## src/rtl/drm_pkg.sv

```systemverilog
// drm_pkg: FSM state encoding and helper functions shared by the DRM stream reader
package drm_pkg;
  localparam logic [1:0] IDLE  = 2'd0;
  localparam logic [1:0] ISSUE = 2'd1;
  localparam logic [1:0] DRAIN = 2'd2;
  function automatic int clog2(input int v);
    int r;
    r = 0;
    while ((1 << r) < v) r++;
    return r;
  endfunction
endpackage

```

## src/rtl/drm_rd_skid_fifo.sv

```systemverilog
// drm_rd_skid_fifo: small register FIFO that absorbs RAM read latency under stream backpressure
module drm_rd_skid_fifo import drm_pkg::*; #(
  parameter int DEPTH = 2,
  parameter int WIDTH = 9,
  localparam int AW = clog2(DEPTH),
  localparam int CW = clog2(DEPTH + 1)
) (
  input  logic             clk,
  input  logic             rst,
  input  logic             push,
  input  logic             pop,
  input  logic [WIDTH-1:0] din,
  output logic [WIDTH-1:0] dout,
  output logic [CW-1:0]    count,
  output logic             empty
);
  logic [WIDTH-1:0] mem_q [DEPTH];
  logic [WIDTH-1:0] mem_d [DEPTH];
  logic [AW-1:0] wr_q, wr_d, rd_q, rd_d;
  logic [CW-1:0] cnt_q, cnt_d;
  always_comb begin
    mem_d = mem_q;
    if (push) mem_d[wr_q] = din;
    wr_d = push ? ((wr_q == AW'(DEPTH - 1)) ? '0 : wr_q + 1'b1) : wr_q;
    rd_d = pop ? ((rd_q == AW'(DEPTH - 1)) ? '0 : rd_q + 1'b1) : rd_q;
    cnt_d = cnt_q + CW'(push) - CW'(pop);
  end
  always_ff @(posedge clk) begin
    if (rst) begin
      mem_q <= '{default: '0};
      wr_q <= '0;
      rd_q <= '0;
      cnt_q <= '0;
    end else begin
      mem_q <= mem_d;
      wr_q <= wr_d;
      rd_q <= rd_d;
      cnt_q <= cnt_d;
    end
  end
  assign dout = mem_q[rd_q];
  assign count = cnt_q;
  assign empty = (cnt_q == '0);
endmodule

```

## src/rtl/drm_stream_reader.sv

```systemverilog
// drm_stream_reader: issues burst reads to a DRM read port and streams the words out with valid/ready/last
module drm_stream_reader import drm_pkg::*; #(
  parameter int ADDR_WIDTH = 12,
  parameter int DATA_WIDTH = 8,
  parameter int RD_LATENCY = 1
) (
  input  logic                  rd_clk,
  input  logic                  rd_rst,
  input  logic                  cmd_valid,
  output logic                  cmd_ready,
  input  logic [ADDR_WIDTH-1:0] cmd_addr,
  input  logic [ADDR_WIDTH:0]   cmd_len,
  output logic [ADDR_WIDTH-1:0] ram_rd_addr,
  input  logic [DATA_WIDTH-1:0] ram_rd_data,
  output logic                  m_valid,
  input  logic                  m_ready,
  output logic [DATA_WIDTH-1:0] m_data,
  output logic                  m_last,
  output logic                  busy,
  output logic                  done
);
  localparam int DEPTH = RD_LATENCY + 1;
  localparam int FCW = clog2(DEPTH + 1);
  localparam int CW = FCW + 1;
  logic [1:0] state_q, state_d;
  logic [ADDR_WIDTH-1:0] addr_q, addr_d;
  logic [ADDR_WIDTH:0] remain_q, remain_d;
  logic [RD_LATENCY-1:0] tag_v_q, tag_v_d, tag_l_q, tag_l_d;
  logic done_q, done_d;
  logic accept, issue, issue_last, push, pop, fifo_empty;
  logic [CW-1:0] inflight, credit;
  logic [FCW-1:0] fifo_cnt;
  logic [DATA_WIDTH:0] fifo_dout;
  // a word leaving the FIFO this cycle frees its slot for a read issued now
  always_comb begin
    inflight = '0;
    for (int i = 0; i < RD_LATENCY; i++) inflight = inflight + CW'(tag_v_q[i]);
    credit = CW'(DEPTH) - CW'(fifo_cnt) - inflight + CW'(pop);
  end
  always_comb begin
    accept = cmd_valid && (state_q == IDLE);
    issue = (accept && cmd_len != '0) || (state_q == ISSUE && credit != '0);
    issue_last = accept ? (cmd_len == 1) : (remain_q == 1);
    state_d = state_q;
    addr_d = issue ? ram_rd_addr + 1'b1 : addr_q;
    remain_d = issue ? (accept ? cmd_len : remain_q) - 1'b1 : remain_q;
    if (issue) state_d = issue_last ? DRAIN : ISSUE;
    else if (state_q == DRAIN && pop && m_last) state_d = IDLE;
    tag_v_d = RD_LATENCY'({tag_v_q, issue});
    tag_l_d = RD_LATENCY'({tag_l_q, issue && issue_last});
    done_d = (accept && cmd_len == '0) || (pop && m_last);
  end
  always_ff @(posedge rd_clk) begin
    if (rd_rst) begin
      state_q <= IDLE;
      addr_q <= '0;
      remain_q <= '0;
      tag_v_q <= '0;
      tag_l_q <= '0;
      done_q <= 1'b0;
    end else begin
      state_q <= state_d;
      addr_q <= addr_d;
      remain_q <= remain_d;
      tag_v_q <= tag_v_d;
      tag_l_q <= tag_l_d;
      done_q <= done_d;
    end
  end
  // the first read goes out in the accept cycle straight from the command address
  always_comb begin
    cmd_ready = (state_q == IDLE);
    busy = (state_q != IDLE);
    ram_rd_addr = accept ? cmd_addr : addr_q;
    push = tag_v_q[RD_LATENCY-1];
    m_valid = !fifo_empty;
    m_data = fifo_dout[DATA_WIDTH-1:0];
    m_last = fifo_dout[DATA_WIDTH];
    pop = m_valid && m_ready;
    done = done_q;
  end
  drm_rd_skid_fifo #(.DEPTH(DEPTH), .WIDTH(DATA_WIDTH + 1)) u_fifo (
    .clk(rd_clk),
    .rst(rd_rst),
    .push(push),
    .pop(pop),
    .din({tag_l_q[RD_LATENCY-1], ram_rd_data}),
    .dout(fifo_dout),
    .count(fifo_cnt),
    .empty(fifo_empty)
  );
endmodule

```

## config.mk

```make
export PLATFORM = sky130hd
export DESIGN_NAME = drm_stream_reader
export DESIGN_NICKNAME = d
export VERILOG_FILES = /design/src/rtl/drm_pkg.sv /design/src/rtl/drm_rd_skid_fifo.sv /design/src/rtl/drm_stream_reader.sv
export SDC_FILE = /design/constraint.sdc
export NUM_CORES = 1
export LEC_CHECK = 0
export ABC_AREA = 1
export CAP_MARGIN = 20
export CORE_MARGIN = 2
export CORE_UTILIZATION = 52
export DETAILED_ROUTE_END_ITERATION = 12
export PLACE_DENSITY = 0.92
export SYNTH_ARGS = -nofsm -noshare
export SYNTH_HDL_FRONTEND = slang
export SYNTH_SLANG_ARGS = --single-unit
```

## constraint.sdc

```tcl
create_clock -name rd_clk -period 2.7 [get_ports rd_clk]
set_input_delay 0.675 -clock rd_clk [delete_from_list [all_inputs] [get_ports rd_clk]]
set_output_delay 0.675 -clock rd_clk [all_outputs]
set_load 0.02 [all_outputs]
```

==> impl_metrics.ini <==
[critical_path]
critPathMaxFanout = 8
crit_cells = 12
required_ps = 2910
r2r-start = u_fifo.count[1]
critical_path_class = in -> reg
r2r_slack_ps = 230
slowest_stage = clkdlybuf4s50_1
path_cells = clkdlybuf4s50_1 -> nand2_1 -> inv_1 -> fa_1 -> inv_1 -> ha_1 -> nand2_1 -> o21ai_0 -> nand2_1 -> buf_4 -> nand4_1 -> and2_1
regToRegEndpoint = state_q[0]
endpoint_kind = flop
worstPathArrival_ps = 2790
critPathTopFamily = simple AND/OR/NAND/NOR gates
crit_buf_inv = 4
cp-start-kind = primary input
r2r_cells = 12
slowest_delay_ps = 400
cpMostUsedCell = nand2_1

[timing]
period_minus_slack_ps = 2580
rsz0062_at_grt = no
fin_crit_sh = 0.955
worst_slew_pin_slew_ps = 613
fmax_mhz = 388
fin_skew_ps = 6.85
finalSetupViolations = 0
hold_viol_final = 0
slew_viol_final = 0
maxSlewHeadroom = 0.590

[synthesis]
postSynthCellCount = 481
synth_cell_type_count = 33
ys_seq_area_frac = 0.341
synth_seq_cells = 52
netlist_area_sq_um = 3060
syn_nets = 525
syn_avg_cell_area_sq_um = 6.35
ys.warnings.count = 0

[route]
viasPerCell = 5.27
ant_nets = 0
vias = 3396
wire_per_inst_microns = 12.9
drt_iter0_markers = 327
drc = 0
drtPass1Iterations = 5
wirelength_microns = 8340

[hold_path]
holdPathEnd = addr_q[1]
whs_path_depth = 2
hp-class = reg -> reg
hold_start = addr_q[1]

[floorplan]
die_x_microns = 80.7
num_rows = 27
core_area_sq_um = 5570
start_util = 0.548
io_pins = 62
die_area_sq_um = 6510
die_y_microns = 80.7

[clock_tree]
holdBufCountCts = 0
clockBufferDepth = 2
clk_latency_ps = 310
cts.clk_slew.worst_paths_ps = 90
cts_buffers = 5
cts_tree = done
cts.htree.levels = 2
cts-root-buf = clkbuf_8
cts_sinks = 52

[grt]
grt-ovfl-total = 0
antenna_found_initial = 0
grt_pass1_vias = 3173
track_usage = 0.269
grt_max_degree = 22
grt_pass1_wl_microns = 13800

[flow_run]
drv_cap = 0

[layout]
layout_common_cells = nand2_1 (134), nor2_1 (65), inv_1 (63)
final_cells = 645
fillers = 432
area_growth_pct = 31.8
n_antenna_cell = 0
nets = 616
final_common_cell = nand2_1
utilization = 0.722
drive_gt1_frac = 0.129

[placed_design]
dp_hpwl_microns = 6150
gp_congestion = 0.946
io_buffers = 61
place_inst = 635

[power]
p_leak_nw = 2.03
vdd_drop_max_mv = 0.389
powerDensity_nw_per_um2 = 656
power_mw = 2.64

[status]
outcome = finished, final reports clean
==> state kept, by name, indices dropped and copies added, names as in the netlist <==
signal and flops:
u_fifo.mem_q 18, remain_q 13, addr_q 12, state_q 2
u_fifo.count 2, done 1, push 1, tag_l_q 1
u_fifo.rd_q 1, u_fifo.wr_q 1
==> worst max-delay path by stage <==
stage,start,to,slack (ps)
2_1_floorplan,u_fifo.count[1],addr_q[11],370
3_3_place_gp,cmd_valid,ram_rd_addr[11],-170
3_5_place_dp,cmd_valid,ram_rd_addr[1],-200
4_1_cts,cmd_valid,ram_rd_addr[11],30
5_1_grt,m_ready,state_q[0],5
6_report,m_ready,state_q[0],120
==> cell families after synthesis <==
kind of cell	synth area share
xor+xnor	0.0115
simple gates	0.387
buf+inv	0.110
fa+ha+maj	0.0311
compound gates	0.120
flops	0.341
==> layout make-up <==
type	instances	area [sq um]	share of cell area
Clock buffer	6	72.6	0.0180
Inverter	66	249	0.0618
Timing Repair Buffer	98	872	0.217
Tap cell	72	90.1	0.0224
Sequential cell	52	1040	0.259
Multi-Input combinational cell	349	1680	0.418
Clock inverter	2	16.3	0.00404
==> stage by stage <==
step | setup WS (ps) | area [sq um] | hold slack [ps] | TNS (ps)
3_5_place_dp | -198 | 3940 | 446 | -3660
3_3_place_gp | -170 | 3940 | 438 | -2940
4_1_cts | 31.8 | 4010 | 461 | 0
5_1_grt | 5.36 | 4030 | 477 | 0
2_1_floorplan | 372 | 3060 | 426 | 0
6_report | 120 | 4030 | 462 | 0
==> synth_stat cells, drive strengths merged <==
cell | count | area (sq um)
nand2 | 144 | 576
nor2 | 73 | 309
inv | 63 | 236
dfxtp | 52 | 1040
o21ai | 51 | 289
nand3 | 41 | 210
a21oi | 9 | 45.0
nand4 | 9 | 56.3
buf | 8 | 61.3
clkbuf | 7 | 26.3
ha | 6 | 75.1
clkinv | 3 | 12.5
o22ai | 3 | 18.8
xor2 | 3 | 26.3
or2 | 2 | 12.5
a31oi | 1 | 6.26
and2 | 1 | 6.26
and3 | 1 | 6.26
fa | 1 | 20.0
nor3 | 1 | 5.00
o211ai | 1 | 7.51
xnor2 | 1 | 8.76
==> report_power, final <==
| group | total, mW | internal, mW | leakage [nW] | switching, mW |
|---|---|---|---|---|
| clock | 0.448 | 0.185 | 0.0414 | 0.263 |
| sequential | 0.991 | 0.908 | 0.428 | 0.0834 |
| combinational | 1.20 | 0.503 | 1.56 | 0.700 |
==> layer usage <==
metal	wire (microns)	global-route usage	vias up	share of wire
met1	3490	0.323	1544	0.42
met4	171	0.100	0	0.021
li1	-	-	1692	-
met3	541	0.0461	19	0.065
met5	0	0	-	0
met2	4130	0.476	141	0.50
==> repair_timing <==
| action | in CTS | in global routing |
|---|---|---|
| setup endpoints to repair | 12 | 8 |
| resized for setup | 12 | 6 |
| gates cloned | 0 | 1 |
| pin swaps | 0 | 1 |
| buffers inserted | 0 | 1 |
==> worst min-delay path, delay by kind of cell, from the launching register on <==
family	cells	cell delay [ps]
flops	1	320
simple gates	2	110
Power figures use the tool's default switching activity.
